[src/rtl/mips_pkg.sv]
// Shared MIPS datapath definitions: ALU operation encodings driven by the
// ALU decoder onto alucontrol.
package mips_pkg;

   localparam logic [3:0] ALU_AND  = 4'b0000;
   localparam logic [3:0] ALU_OR   = 4'b0001;
   localparam logic [3:0] ALU_ADD  = 4'b0010;
   localparam logic [3:0] ALU_SUB  = 4'b0110;
   localparam logic [3:0] ALU_SLT  = 4'b0111;
   localparam logic [3:0] ALU_SLTU = 4'b1111;

endpackage

[src/rtl/alu_reg_unit_if.sv]
// Operand, result and enabled-register signals of alu_reg_unit, grouped as
// one bundle; master drives operands/controls, slave is the unit itself.
interface alu_reg_unit_if #(parameter int WIDTH = 32);

   logic [WIDTH-1:0] srca;
   logic [WIDTH-1:0] srcb;
   logic [3:0]       alucontrol;
   logic [WIDTH-1:0] aluresult;
   logic             zero;
   logic [WIDTH-1:0] aluout;
   logic             en;
   logic [WIDTH-1:0] d;
   logic [WIDTH-1:0] q;

   modport master (
      output srca, srcb, alucontrol, en, d,
      input  aluresult, zero, aluout, q
   );

   modport slave (
      input  srca, srcb, alucontrol, en, d,
      output aluresult, zero, aluout, q
   );

endinterface

[src/rtl/alu_reg_unit_alu_core.sv]
// Combinational ALU with zero detect; unlisted opcodes yield a defined 0.
module alu_core
   import mips_pkg::*;
#(
   parameter int WIDTH = 32
) (
   input  logic [WIDTH-1:0] a,
   input  logic [WIDTH-1:0] b,
   input  logic [3:0]       alucontrol,
   output logic [WIDTH-1:0] result,
   output logic             zero
);

   logic slt_bit;
   logic sltu_bit;

   // Direct signed compare stays correct where a-b would overflow.
   assign slt_bit  = $signed(a) < $signed(b);
   assign sltu_bit = a < b;

   always_comb begin
      result = '0;
      case (alucontrol)
         ALU_AND:  result = a & b;
         ALU_OR:   result = a | b;
         ALU_ADD:  result = a + b;
         ALU_SUB:  result = a - b;
         ALU_SLT:  result = {{(WIDTH-1){1'b0}}, slt_bit};
         ALU_SLTU: result = {{(WIDTH-1){1'b0}}, sltu_bit};
         default:  result = '0;
      endcase
   end

   assign zero = (result == '0);

endmodule

[src/rtl/alu_reg_unit.sv]
// Multicycle-MIPS execution primitives: ALU, ALUOut register (loads every
// cycle) and a general enabled register for PC/IR-style state.
module alu_reg_unit #(
   parameter int WIDTH = 32
) (
   input  logic          clk,
   input  logic          reset,
   alu_reg_unit_if.slave bus
);

   logic [WIDTH-1:0] aluresult;
   logic             zero;
   logic [WIDTH-1:0] aluout_r;
   logic [WIDTH-1:0] q_r;

   alu_core #(.WIDTH(WIDTH)) u_alu_core (
      .a          (bus.srca),
      .b          (bus.srcb),
      .alucontrol (bus.alucontrol),
      .result     (aluresult),
      .zero       (zero)
   );

   always_ff @(posedge clk) begin
      if (reset) aluout_r <= '0;
      else       aluout_r <= aluresult;
   end

   // Reset takes priority over the load enable.
   always_ff @(posedge clk) begin
      if (reset)       q_r <= '0;
      else if (bus.en) q_r <= bus.d;
   end

   assign bus.aluresult = aluresult;
   assign bus.zero      = zero;
   assign bus.aluout    = aluout_r;
   assign bus.q         = q_r;

endmodule

[src/flat_wrapper.sv]
// flat-port wrapper written by rule: the top's interface ports become plain ports
module alu_reg_unit_flat 
#(
   parameter int WIDTH = 32
)
  (clk, reset, bus_srca, bus_srcb, bus_alucontrol, bus_en, bus_d, bus_aluresult, bus_zero, bus_aluout, bus_q);
  alu_reg_unit_if #(.WIDTH(WIDTH)) bus_i ();
  input  logic clk;
  input  logic reset;
  input wire logic [$bits(bus_i.srca)-1:0] bus_srca;
  input wire logic [$bits(bus_i.srcb)-1:0] bus_srcb;
  input wire logic [$bits(bus_i.alucontrol)-1:0] bus_alucontrol;
  input wire logic [$bits(bus_i.en)-1:0] bus_en;
  input wire logic [$bits(bus_i.d)-1:0] bus_d;
  output wire logic [$bits(bus_i.aluresult)-1:0] bus_aluresult;
  output wire logic [$bits(bus_i.zero)-1:0] bus_zero;
  output wire logic [$bits(bus_i.aluout)-1:0] bus_aluout;
  output wire logic [$bits(bus_i.q)-1:0] bus_q;
  assign bus_i.srca = bus_srca;
  assign bus_i.srcb = bus_srcb;
  assign bus_i.alucontrol = bus_alucontrol;
  assign bus_i.en = bus_en;
  assign bus_i.d = bus_d;
  assign bus_aluresult = bus_i.aluresult;
  assign bus_zero = bus_i.zero;
  assign bus_aluout = bus_i.aluout;
  assign bus_q = bus_i.q;
  alu_reg_unit #(.WIDTH(WIDTH)) u_core (.clk(clk), .reset(reset), .bus(bus_i));
endmodule
[config.mk]
export PLATFORM = sky130hd
export DESIGN_NAME = alu_reg_unit_flat
export DESIGN_NICKNAME = d
export VERILOG_FILES = /design/src/rtl/mips_pkg.sv /design/src/rtl/alu_reg_unit_if.sv /design/src/rtl/alu_reg_unit_alu_core.sv /design/src/rtl/alu_reg_unit.sv /design/src/flat_wrapper.sv
export SDC_FILE = /design/constraint.sdc
export NUM_CORES = 1
export LEC_CHECK = 0
export CAP_MARGIN = 20
export CORE_MARGIN = 3
export CORE_UTILIZATION = 25
export CTS_BUF_LIST = sky130_fd_sc_hd__clkbuf_16
export DETAILED_ROUTE_END_ITERATION = 7
export GPL_ROUTABILITY_DRIVEN = 0
export PLACE_DENSITY = 0.53
export REMOVE_ABC_BUFFERS = 1
export SYNTH_ARGS = -nofsm -noshare
export SYNTH_HDL_FRONTEND = slang
export SYNTH_HIERARCHICAL = 1
export SYNTH_SLANG_ARGS = --single-unit
[constraint.sdc]
create_clock -name clk -period 12.15 [get_ports clk]
set_clock_uncertainty 0.05 [all_clocks]
set_input_delay 1.8225 -clock clk [delete_from_list [all_inputs] [get_ports clk]]
set_output_delay 1.8225 -clock clk [all_outputs]
set_load 0.01 [all_outputs]
-- Word-level counts from Yosys, hierarchy flattened
Index checks and enable logic that the tools add are counted.
- flip-flop bits (word level): 64
- input bits: 103
- output and inout port bits: 97
- word-level logic and storage cells: 16
- add/sub/neg operators: 2
- order comparisons: 2
- eq/ne operators: 5
- multiplexer cells: 1
- bitwise gates (word level): 2
- reductions and logical operators: 2
- operators with widths (kind ; count):
    32-bit one-hot mux with 6 select lines ; 1
    32-bit < comparator ; 2
    32-bit adder ; 1
    32-bit AND ; 1
    32-bit zero test ; 1
    32-bit OR ; 1
    32-bit subtractor ; 1
    4-bit by 3-bit equality test with 1-bit output (second input constant) ; 2
    4-bit by 1-bit equality test with 1-bit output (second input constant) ; 1
    4-bit by 2-bit equality test with 1-bit output (second input constant) ; 1
    4-bit equality test (second input constant) ; 1
    4-bit zero test ; 1

-- Longest topological paths before layout
Gate-level depths: netlist of the first run.
- word-level depth: 3
- depth in mapped cells: 15
- mapped depth without buffers: 15

-- Modules after synthesis
The synthesis of the first run kept the hierarchy.
- by module, submodules not included (module ; instances ; cells each ; area each (um^2) ; seq. area each (um^2)):
    alu_core ; 1 ; 807 ; 5288.8 ; 0.0
    alu_reg_unit ; 1 ; 171 ; 2028.2 ; 1281.2

-- Worst setup path before layout of the first run
No wires, ideal clock.
- path type: input to output
- start point: input bus_srca[2]
- end point: output bus_zero
- arrival time: 5.276 ns
- data required time: 10.278 ns
- path slack: 5.002 ns
- stages on the path: 13
- buffers on the path: 0
- cells stage by stage: inv_1 -> ha_1 -> nand2b_1 -> a2111o_1 -> a311oi_2 -> nor3_1 -> or2_1 -> xor2_1 -> a211o_1 -> or2_0 -> or4_1 -> or4b_1 -> nor4_2
- word-level cells in the longest chain between the ends: 3
- elaborated cells between the ends (all ways): 8
- classes of those cells: 2 x add/sub; 2 x order compare; 1 x mux; 2 x bitwise; 1 x reduce/logical
- RTL lines (element ; line ; text):
    start: declaration ; flat_wrapper.sv:10 ; input wire logic [$bits(bus_i.srca)-1:0] bus_srca;
    32-bit subtractor or 32-bit adder (tied branches) ; alu_reg_unit_alu_core.sv:27, alu_reg_unit_alu_core.sv:26 ;
    32-bit one-hot mux with 6 select lines (*) ; alu_reg_unit_alu_core.sv:23 ; case (alucontrol)
    net bus_aluresult[18] ; flat_wrapper.sv:15 ; output wire logic [$bits(bus_i.aluresult)-1:0] bus_aluresult;
    32-bit zero test (*) ; alu_reg_unit_alu_core.sv:34 ; assign zero = (result == '0);
    end: declaration ; flat_wrapper.sv:16 ; output wire logic [$bits(bus_i.zero)-1:0] bus_zero;
Mark *: on every way through the listed nets, which the timed path passes. The rest lies on a longest branch.

-- Worst setup path in the final report of the first run
- start point: input bus_alucontrol[2]
- end point: output bus_zero
- word-level cells in the longest chain between the ends: 3
- elaborated cells between the ends (all ways): 8
- classes of those cells: 5 x eq/ne; 1 x mux; 2 x reduce/logical
- RTL lines (element ; line ; text):
    start: declaration ; flat_wrapper.sv:12 ; input wire logic [$bits(bus_i.alucontrol)-1:0] bus_alucontrol;
    4-bit equality test (tied with other cells) ; alu_reg_unit_alu_core.sv:23 ;
    32-bit one-hot mux with 6 select lines (*) ; alu_reg_unit_alu_core.sv:23 ;
    32-bit zero test (*) ; alu_reg_unit_alu_core.sv:34 ;
Mark *: on every way between the ends. The rest lies on a longest branch, timed or not.

==> impl_metrics.csv, run 1 <==
group,metric,value,unit
sta,slew_violations,0,
route,first_iter_violations,685,
cells_and_area,fill_cells,3102,
floorplanning,ios,200,
run_status,status,"finished, final reports clean",
clocking,clk-insertion-delay-late,0.32,ns
floorplanning,core_area,28800,µm²
logic_synthesis,synth_area,7320,µm²
clocking,clkTransAtPathRegs,0.05,ns
route,route.met2.wl,12.2,mm
route,dr_wl_met3,2.91,mm
grt,grt_pass1_wl,42.4,mm
placed_design,dp_hpwl,22.4,mm
placed_design,post_dp_cell_area,9550,µm²
route,vias,7830,
logic_synthesis,yosysWarnings,6,
clocking,cts_root_buf,"clkbuf_16",
hold_path,hold_path.class,"flip-flop to flip-flop",
clocking,postCtsResizedCells,0,
sta,finalHoldViolCount,0,
floorplanning,start_util,0.254,
sta,setup_tns,0,ns
logic_synthesis,synth_edf_count,0,
route,vias_per_cell,5.11,
setup_path,worstPathArrival,7.06,ns
sta,tightestPinTransition,0.993,ns
sta,fmax,112,MHz
clocking,ctsHoldBuffers,0,
floorplanning,die_w,177,µm
clocking,h-tree-depth,3,
floorplanning,die_area,31400,µm²
sta,period_needed,8.93,ns
grt,antenna_found_initial,0,
setup_path,critPathKind,"input pin to output port",
route,top_layer,"met4",
grt,grt.overflow.total,0,
cells_and_area,final_util,0.341,
setup_path,start_kind,"input pin",
cells_and_area,antenna_cells,0,
setup_path,cp_max_fo,27,
cells_and_area,layout.cells.non_filler,1533,
cells_and_area,layout-drive-gt1-share,0.0400,
job,maxCapViolCount,0,
clocking,cts_tree,"built",
setup_path,cp_cell_sequence,"clkdlybuf4s50_1 > clkinv_1 > mux2i_1 > a221oi_1 > o32a_1 > o21ai_0 > a311o_1 > nor4_1 > nand4b_1 > or4_1 > or4b_1 > nor4_2 > clkdlybuf4s50_1",
logic_synthesis,synthArstFlopShare,0,
grt,gr-usage-all-layers,0.170,
floorplanning,rows,62,
setup_path,crit_path_end_kind,"output port",
setup_path,cp_num_cells,13,
sta,finalSetupViolCount,0,
power,peakVddDrop,0.0614,mV
logic_synthesis,avgSynthCellArea,7.48,µm²
setup_path,path_buf_inv,3,
placed_design,io_buffers,199,
clocking,cts_max_path_buffers,2,
placed_design,dp.cells,1516,
logic_synthesis,synthCells,978,
route,wire_per_inst,18.3,µm
sta,relSlewSlack,0.331,
clocking,cts_buffers,9,
setup_path,crit_end,"bus_zero",
setup_path,critical_path.top_delay_family,"buffers and inverters",
setup_path,cpMostUsedCell,"clkdlybuf4s50_1",
sta,grt_setup_unrepaired,"no",
cells_and_area,fin_area,9820,µm²
sta,period_share,0.735,
route,route.layer.met1.wl,12.5,mm
logic_synthesis,ys_seq_area_frac,0.175,
logic_synthesis,yosysUniqueCellTypes,80,
power,power_density,83.3,nW/µm²
cells_and_area,areaGrowthSynthToFinish,34.3,%
logic_synthesis,synth_ff_type,"dfxtp_1",
logic_synthesis,ys_ff_latch,64,
setup_path,reg2reg_setup_slack,11.44,ns
setup_path,reg2reg_depth,2,
setup_path,crit_start,"bus_alucontrol[2]",
power,p_leak,4.18,nW
route,ant_nets,0,
clocking,cts_setup_buffers,0,
setup_path,rr_startpoint,"u_core/bus.q[16]$_SDFFE_PP0P_",
route,drc,0,
setup_path,max_stage_delay,0.84,ns
cells_and_area,nets,1346,
floorplanning,die_y,177,µm
clocking,cts.sinks,64,
grt,grt_pass1_vias,7461,
route,dr.pass1.iters,6,
route,drt_wl_total,28.1,mm
setup_path,crit_path_top_delay_cell,"clkinv_1",
grt,grt_max_degree,65,
setup_path,timing.rr.end,"u_core/bus.q[16]$_SDFFE_PP0P_",
setup_path,required,10.28,ns
==> final cells by class <==
cell class,instances,area (µm²),area share
multi-input cells,755,5360,0.545
inverters,107,402,0.0409
clock buffers,9,225,0.0229
flip-flops and latches,64,1280,0.130
repair buffers,207,2040,0.207
clock inverters,7,40.0,0.00408
well taps,384,480,0.0489
==> layout by cell type (no fill, tap or decap), types with 10 or more instances in the layout <==
| master | n |
|---|---|
| nand3_1 | 17 |
| nor2_1 | 97 |
| a21oi_1 | 70 |
| dfxtp_1 | 64 |
| nor2b_1 | 43 |
| clkdlybuf4s50_1 | 196 |
| inv_1 | 105 |
| o31ai_1 | 10 |
| nand4_1 | 13 |
| mux2i_1 | 52 |
| xnor2_1 | 18 |
| nand2_1 | 63 |
| nor3_1 | 20 |
| o211ai_1 | 11 |
| a211oi_1 | 12 |
| o22ai_1 | 14 |
| o21ai_0 | 44 |
| ha_1 | 97 |
==> worst register-to-register path, delay by kind of cell, from the launching register on <==
family           cells  cell delay (ns)
AND/OR/NAND/NOR      1             0.05
multiplexers         1             0.13
flip-flops           1             0.34
==> metrics by stage <==
step,total power [mW],hold WS [ns],setup slack (ns)
3_3_place_gp,0.586,0.423,3.21
4_1_cts,0.826,0.445,3.18
5_1_grt,0.869,0.459,2.86
2_1_floorplan,0.430,0.478,4.99
3_5_place_dp,0.586,0.431,3.18
6_report,0.818,0.436,3.22
==> state kept, by name (all words and copies together), names as in the netlist <==
name,cells
u_core/bus.aluout,32
u_core/bus.q,32
==> logic make-up (layout without fill, tap and decap cells) <==
logic type / Yosys count / count (layout) / share of synthesized area
fa+ha+maj: 99 / 99 / 0.171
flops: 64 / 64 / 0.175
xor+xnor: 21 / 21 / 0.0251
compound gates: 268 / 268 / 0.246
mux: 54 / 54 / 0.0742
buf+inv: 159 / 330 / 0.0927
simple gates: 313 / 313 / 0.215
==> where the power goes <==
part	internal, mW	total, mW	switching (mW)
clock network	0.136	0.232	0.0959
registers	0.222	0.226	0.00450
logic	0.158	0.360	0.202
total	0.516	0.818	0.302
==> cells in the mapped netlist, drive strengths merged, types with 5 or more instances <==
cell,n,area (µm²)
inv,106,398
ha,97,1210
nor2,97,364
a21oi,71,359
dfxtp,64,1280
nand2,63,236
mux2i,52,521
o21ai,51,255
nor2b,43,269
clkbuf,33,124
nor3,20,100
buf,19,153
nand3,18,95.1
xnor2,18,158
o22ai,14,87.6
nand4,13,81.3
a211oi,12,90.1
nor4,12,93.8
o211ai,11,82.6
o31ai,10,75.1
a21o,9,67.6
nand2b,9,56.3
o21a,9,67.6
o21bai,9,67.6
a211o,8,70.1
a31oi,8,50.1
or3,8,50.1
or4,7,52.6
o31a,6,52.6
or2,6,37.5
a2111oi,5,50.0
a221oi,5,43.8
a41oi,5,43.8
==> metal layers <==
metal / up-vias / GRT usage
li1: 3794 / -
met1: 3649 / 0.228
met2: 357 / 0.275
met3: 30 / 0.0440
met4: 0 / 0.0380
met5: - / 0
==> how the worst min path moves through the flow <==
| stage | from | end | slack [ns] | depth (start not counted) |
|---|---|---|---|---|
| floorplan | u_core/bus.q[0]$_SDFFE_PP0P_ | u_core/bus.q[0]$_SDFFE_PP0P_ | 0.48 | 2 |
| detailed placement | u_core/bus.q[26]$_SDFFE_PP0P_ | u_core/bus.q[26]$_SDFFE_PP0P_ | 0.43 | 2 |
| finish | u_core/bus.q[26]$_SDFFE_PP0P_ | u_core/bus.q[26]$_SDFFE_PP0P_ | 0.44 | 2 |
| global placement | u_core/bus.q[10]$_SDFFE_PP0P_ | u_core/bus.q[10]$_SDFFE_PP0P_ | 0.42 | 2 |
| CTS | u_core/bus.q[26]$_SDFFE_PP0P_ | u_core/bus.q[26]$_SDFFE_PP0P_ | 0.44 | 2 |
| global route | u_core/bus.q[9]$_SDFFE_PP0P_ | u_core/bus.q[9]$_SDFFE_PP0P_ | 0.46 | 2 |
(Power assumes the default switching activity.)
==> run 2: changes to the inputs <==
==> constraint.sdc (replaced) <==
create_clock -name clk -period 8.3 [get_ports clk]
set_clock_uncertainty 0.05 [all_clocks]
set_input_delay 1.245 -clock clk [delete_from_list [all_inputs] [get_ports clk]]
set_output_delay 1.245 -clock clk [all_outputs]
set_load 0.01 [all_outputs]
==> run 2 against run 1 <==
Highest routed layer unchanged. Worst setup slack got worse by 2.7 ns. Register-to-register slack got worse by 3.8 ns. Worst hold slack improved by 0.0011 ns.
==> impl_metrics.csv, run 2 (synthesis gave the netlist of run 1 again) <==
group,metric,value,unit
clocking,cts_max_path_buffers,2,
clocking,cts_buffers,9,
setup_path,cpMostUsedCell,"clkdlybuf4s50_1",
sta,finalHoldViolCount,0,
setup_path,cp_max_fo,6,
setup_path,path_buf_inv,3,
grt,antenna_found_initial,0,
setup_path,max_stage_delay,0.60,ns
setup_path,crit_start,"bus_srca[2]",
route,drt_wl_total,29.1,mm
cells_and_area,final_common_cell,"clkdlybuf4s50_1",
run_status,status,"finished, final reports clean",
sta,period_share,0.937,
sta,finalSetupViolCount,0,
grt,grt_pass1_wl,43.5,mm
clocking,h-tree-depth,3,
sta,grt_setup_unrepaired,"no",
grt,grt_max_degree,65,
setup_path,worstPathArrival,6.48,ns
grt,grt_pass1_vias,7539,
setup_path,crit_path_end_kind,"output port",
sta,period_needed,7.78,ns
sta,tightestPinTransition,0.951,ns
job,maxCapViolCount,0,
floorplanning,core_area,28800,µm²
placed_design,io_buffers,199,
setup_path,start_kind,"input pin",
cells_and_area,areaGrowthSynthToFinish,35.6,%
clocking,cts_tree,"built",
sta,setup_tns,0,ns
clocking,ctsHoldBuffers,0,
hold_path,hold-path-cell-count,2,
floorplanning,die_w,177,µm
cells_and_area,nets,1352,
setup_path,crit_path_top_delay_cell,"clkdlybuf4s50_1",
route,first_iter_violations,642,
setup_path,critPathKind,"input pin to output port",
cells_and_area,antenna_cells,0,
floorplanning,die_area,31400,µm²
setup_path,required,7.01,ns
clocking,postCtsResizedCells,0,
placed_design,dp_slack,0.580,ns
grt,gr-usage-all-layers,0.177,
setup_path,cp_cell_sequence,"clkdlybuf4s50_1 > inv_1 > ha_1 > nand2b_1 > a2111o_1 > a311oi_2 > a21oi_1 > mux2i_1 > a211o_1 > nor4_1 > nand4b_1 > or4_1 > or4b_1 > nor4_2 > clkdlybuf4s50_1",
route,drc,0,
route,dr.pass1.iters,6,
power,peakVddDrop,0.0899,mV
clocking,clkTransAtPathRegs,0.05,ns
cells_and_area,layout-drive-gt1-share,0.0450,
setup_path,crit_end,"bus_zero",
floorplanning,start_util,0.254,
hold_path,hold_path.class,"flip-flop to flip-flop",
setup_path,cp_num_cells,15,
route,ant_nets,0,
clocking,clk-insertion-delay-late,0.32,ns
setup_path,rr_startpoint,"u_core/bus.q[16]$_SDFFE_PP0P_",
setup_path,timing.rr.end,"u_core/bus.q[16]$_SDFFE_PP0P_",
sta,slew_violations,0,
sta,relSlewSlack,0.366,
sta,hold-worst-slack,0.437,ns
setup_path,reg2reg_depth,2,
cells_and_area,layout_common_cells,"196 x clkdlybuf4s50_1, 104 x inv_1, 97 x nor2_1, 97 x ha_1, 70 x a21oi_1",
route,vias_per_cell,5.11,
route,vias,7861,
power,power_density,128,nW/µm²
floorplanning,rows,62,
clocking,cts_root_buf,"clkbuf_16",
setup_path,reg2reg_setup_slack,7.59,ns
clocking,cts.sinks,64,
cells_and_area,final_util,0.345,
floorplanning,die_y,177,µm
setup_path,critical_path.top_delay_family,"simple AND/OR/NAND/NOR gates",
power,p_leak,4.22,nW
floorplanning,ios,200,
sta,fin_ws,0.520,ns
placed_design,dp_hpwl,23.4,mm
grt,grt.overflow.total,0,
route,wire_per_inst,18.9,µm
sta,fmax,129,MHz
clocking,cts_setup_buffers,0,
==> run 2: changes by cell type in the layout (fill, tap and decap cells not counted), sizes merged <==
cell,change
inv,-1
clkinv,-2
clkinvlp,+1
bufinv,+2
buf,+6
==> run 2: worst min path at each step <==
stage | slack (ns) | from | end
after floorplan | 0.48 | u_core/bus.q[0]$_SDFFE_PP0P_ | u_core/bus.q[0]$_SDFFE_PP0P_
after global routing | 0.46 | u_core/bus.q[9]$_SDFFE_PP0P_ | u_core/bus.q[9]$_SDFFE_PP0P_
after detailed placement | 0.43 | u_core/bus.q[25]$_SDFFE_PP0P_ | u_core/bus.q[25]$_SDFFE_PP0P_
after global placement | 0.42 | u_core/bus.q[10]$_SDFFE_PP0P_ | u_core/bus.q[10]$_SDFFE_PP0P_
after CTS | 0.44 | u_core/bus.q[25]$_SDFFE_PP0P_ | u_core/bus.q[25]$_SDFFE_PP0P_
final | 0.44 | u_core/bus.q[25]$_SDFFE_PP0P_ | u_core/bus.q[25]$_SDFFE_PP0P_
==> run 2: worst min-delay path, stage by stage, from the launching register on <==
cell and delay (ns):
dfxtp_1 0.32, mux2i_1 0.06, nor2_1 0.07
==> run 2: routing by layer <==
metal	GRT usage	part of all wire	routed length, µm	up-vias
li1	-	-	-	3797
met4	0.0488	0.023	668	0
met3	0.0487	0.11	3310	38
met5	0	0	0	-
met2	0.277	0.43	12400	427
met1	0.239	0.44	12700	3599
==> run 2: metrics by stage <==
| stage | instance area [µm²] | power (mW) | cells |
|---|---|---|---|
| after floorplan | 7040 | 0.629 | 926 |
| after global placement | 9600 | 0.866 | 1523 |
| after detailed placement | 9600 | 0.867 | 1523 |
| after CTS | 9920 | 1.28 | 1539 |
| after global routing | 9920 | 1.35 | 1539 |
| final | 9920 | 1.27 | 1539 |
==> run 2: area by class of cell <==
class                   count  area (µm²)
fillers                  3029       18900
multi-input cells         755        5360
repair buffers            213        2080
flip-flops and latches     64        1280
well taps                 384         480
inverters                 107         402
clock buffers               9         225
clock inverters             7        96.3
==> run 2: where the power goes <==
| group | internal [mW] | switching (mW) | total, mW |
|---|---|---|---|
| Combinational | 0.235 | 0.302 | 0.537 |
| Clock | 0.263 | 0.141 | 0.404 |
| Sequential | 0.324 | 0.00658 | 0.331 |
| Total | 0.822 | 0.451 | 1.27 |
==> run 3: changes to the inputs <==
--- a/config.mk
+++ b/config.mk
@@ -13,6 +13,7 @@
 export GPL_ROUTABILITY_DRIVEN = 0
 export PLACE_DENSITY = 0.53
 export REMOVE_ABC_BUFFERS = 1
+export SLEW_MARGIN = 20
 export SYNTH_ARGS = -nofsm -noshare
 export SYNTH_HDL_FRONTEND = slang
 export SYNTH_HIERARCHICAL = 1
==> results of run 3 <==
No change in the layout: final DEF, timing and power equal those of run 2.
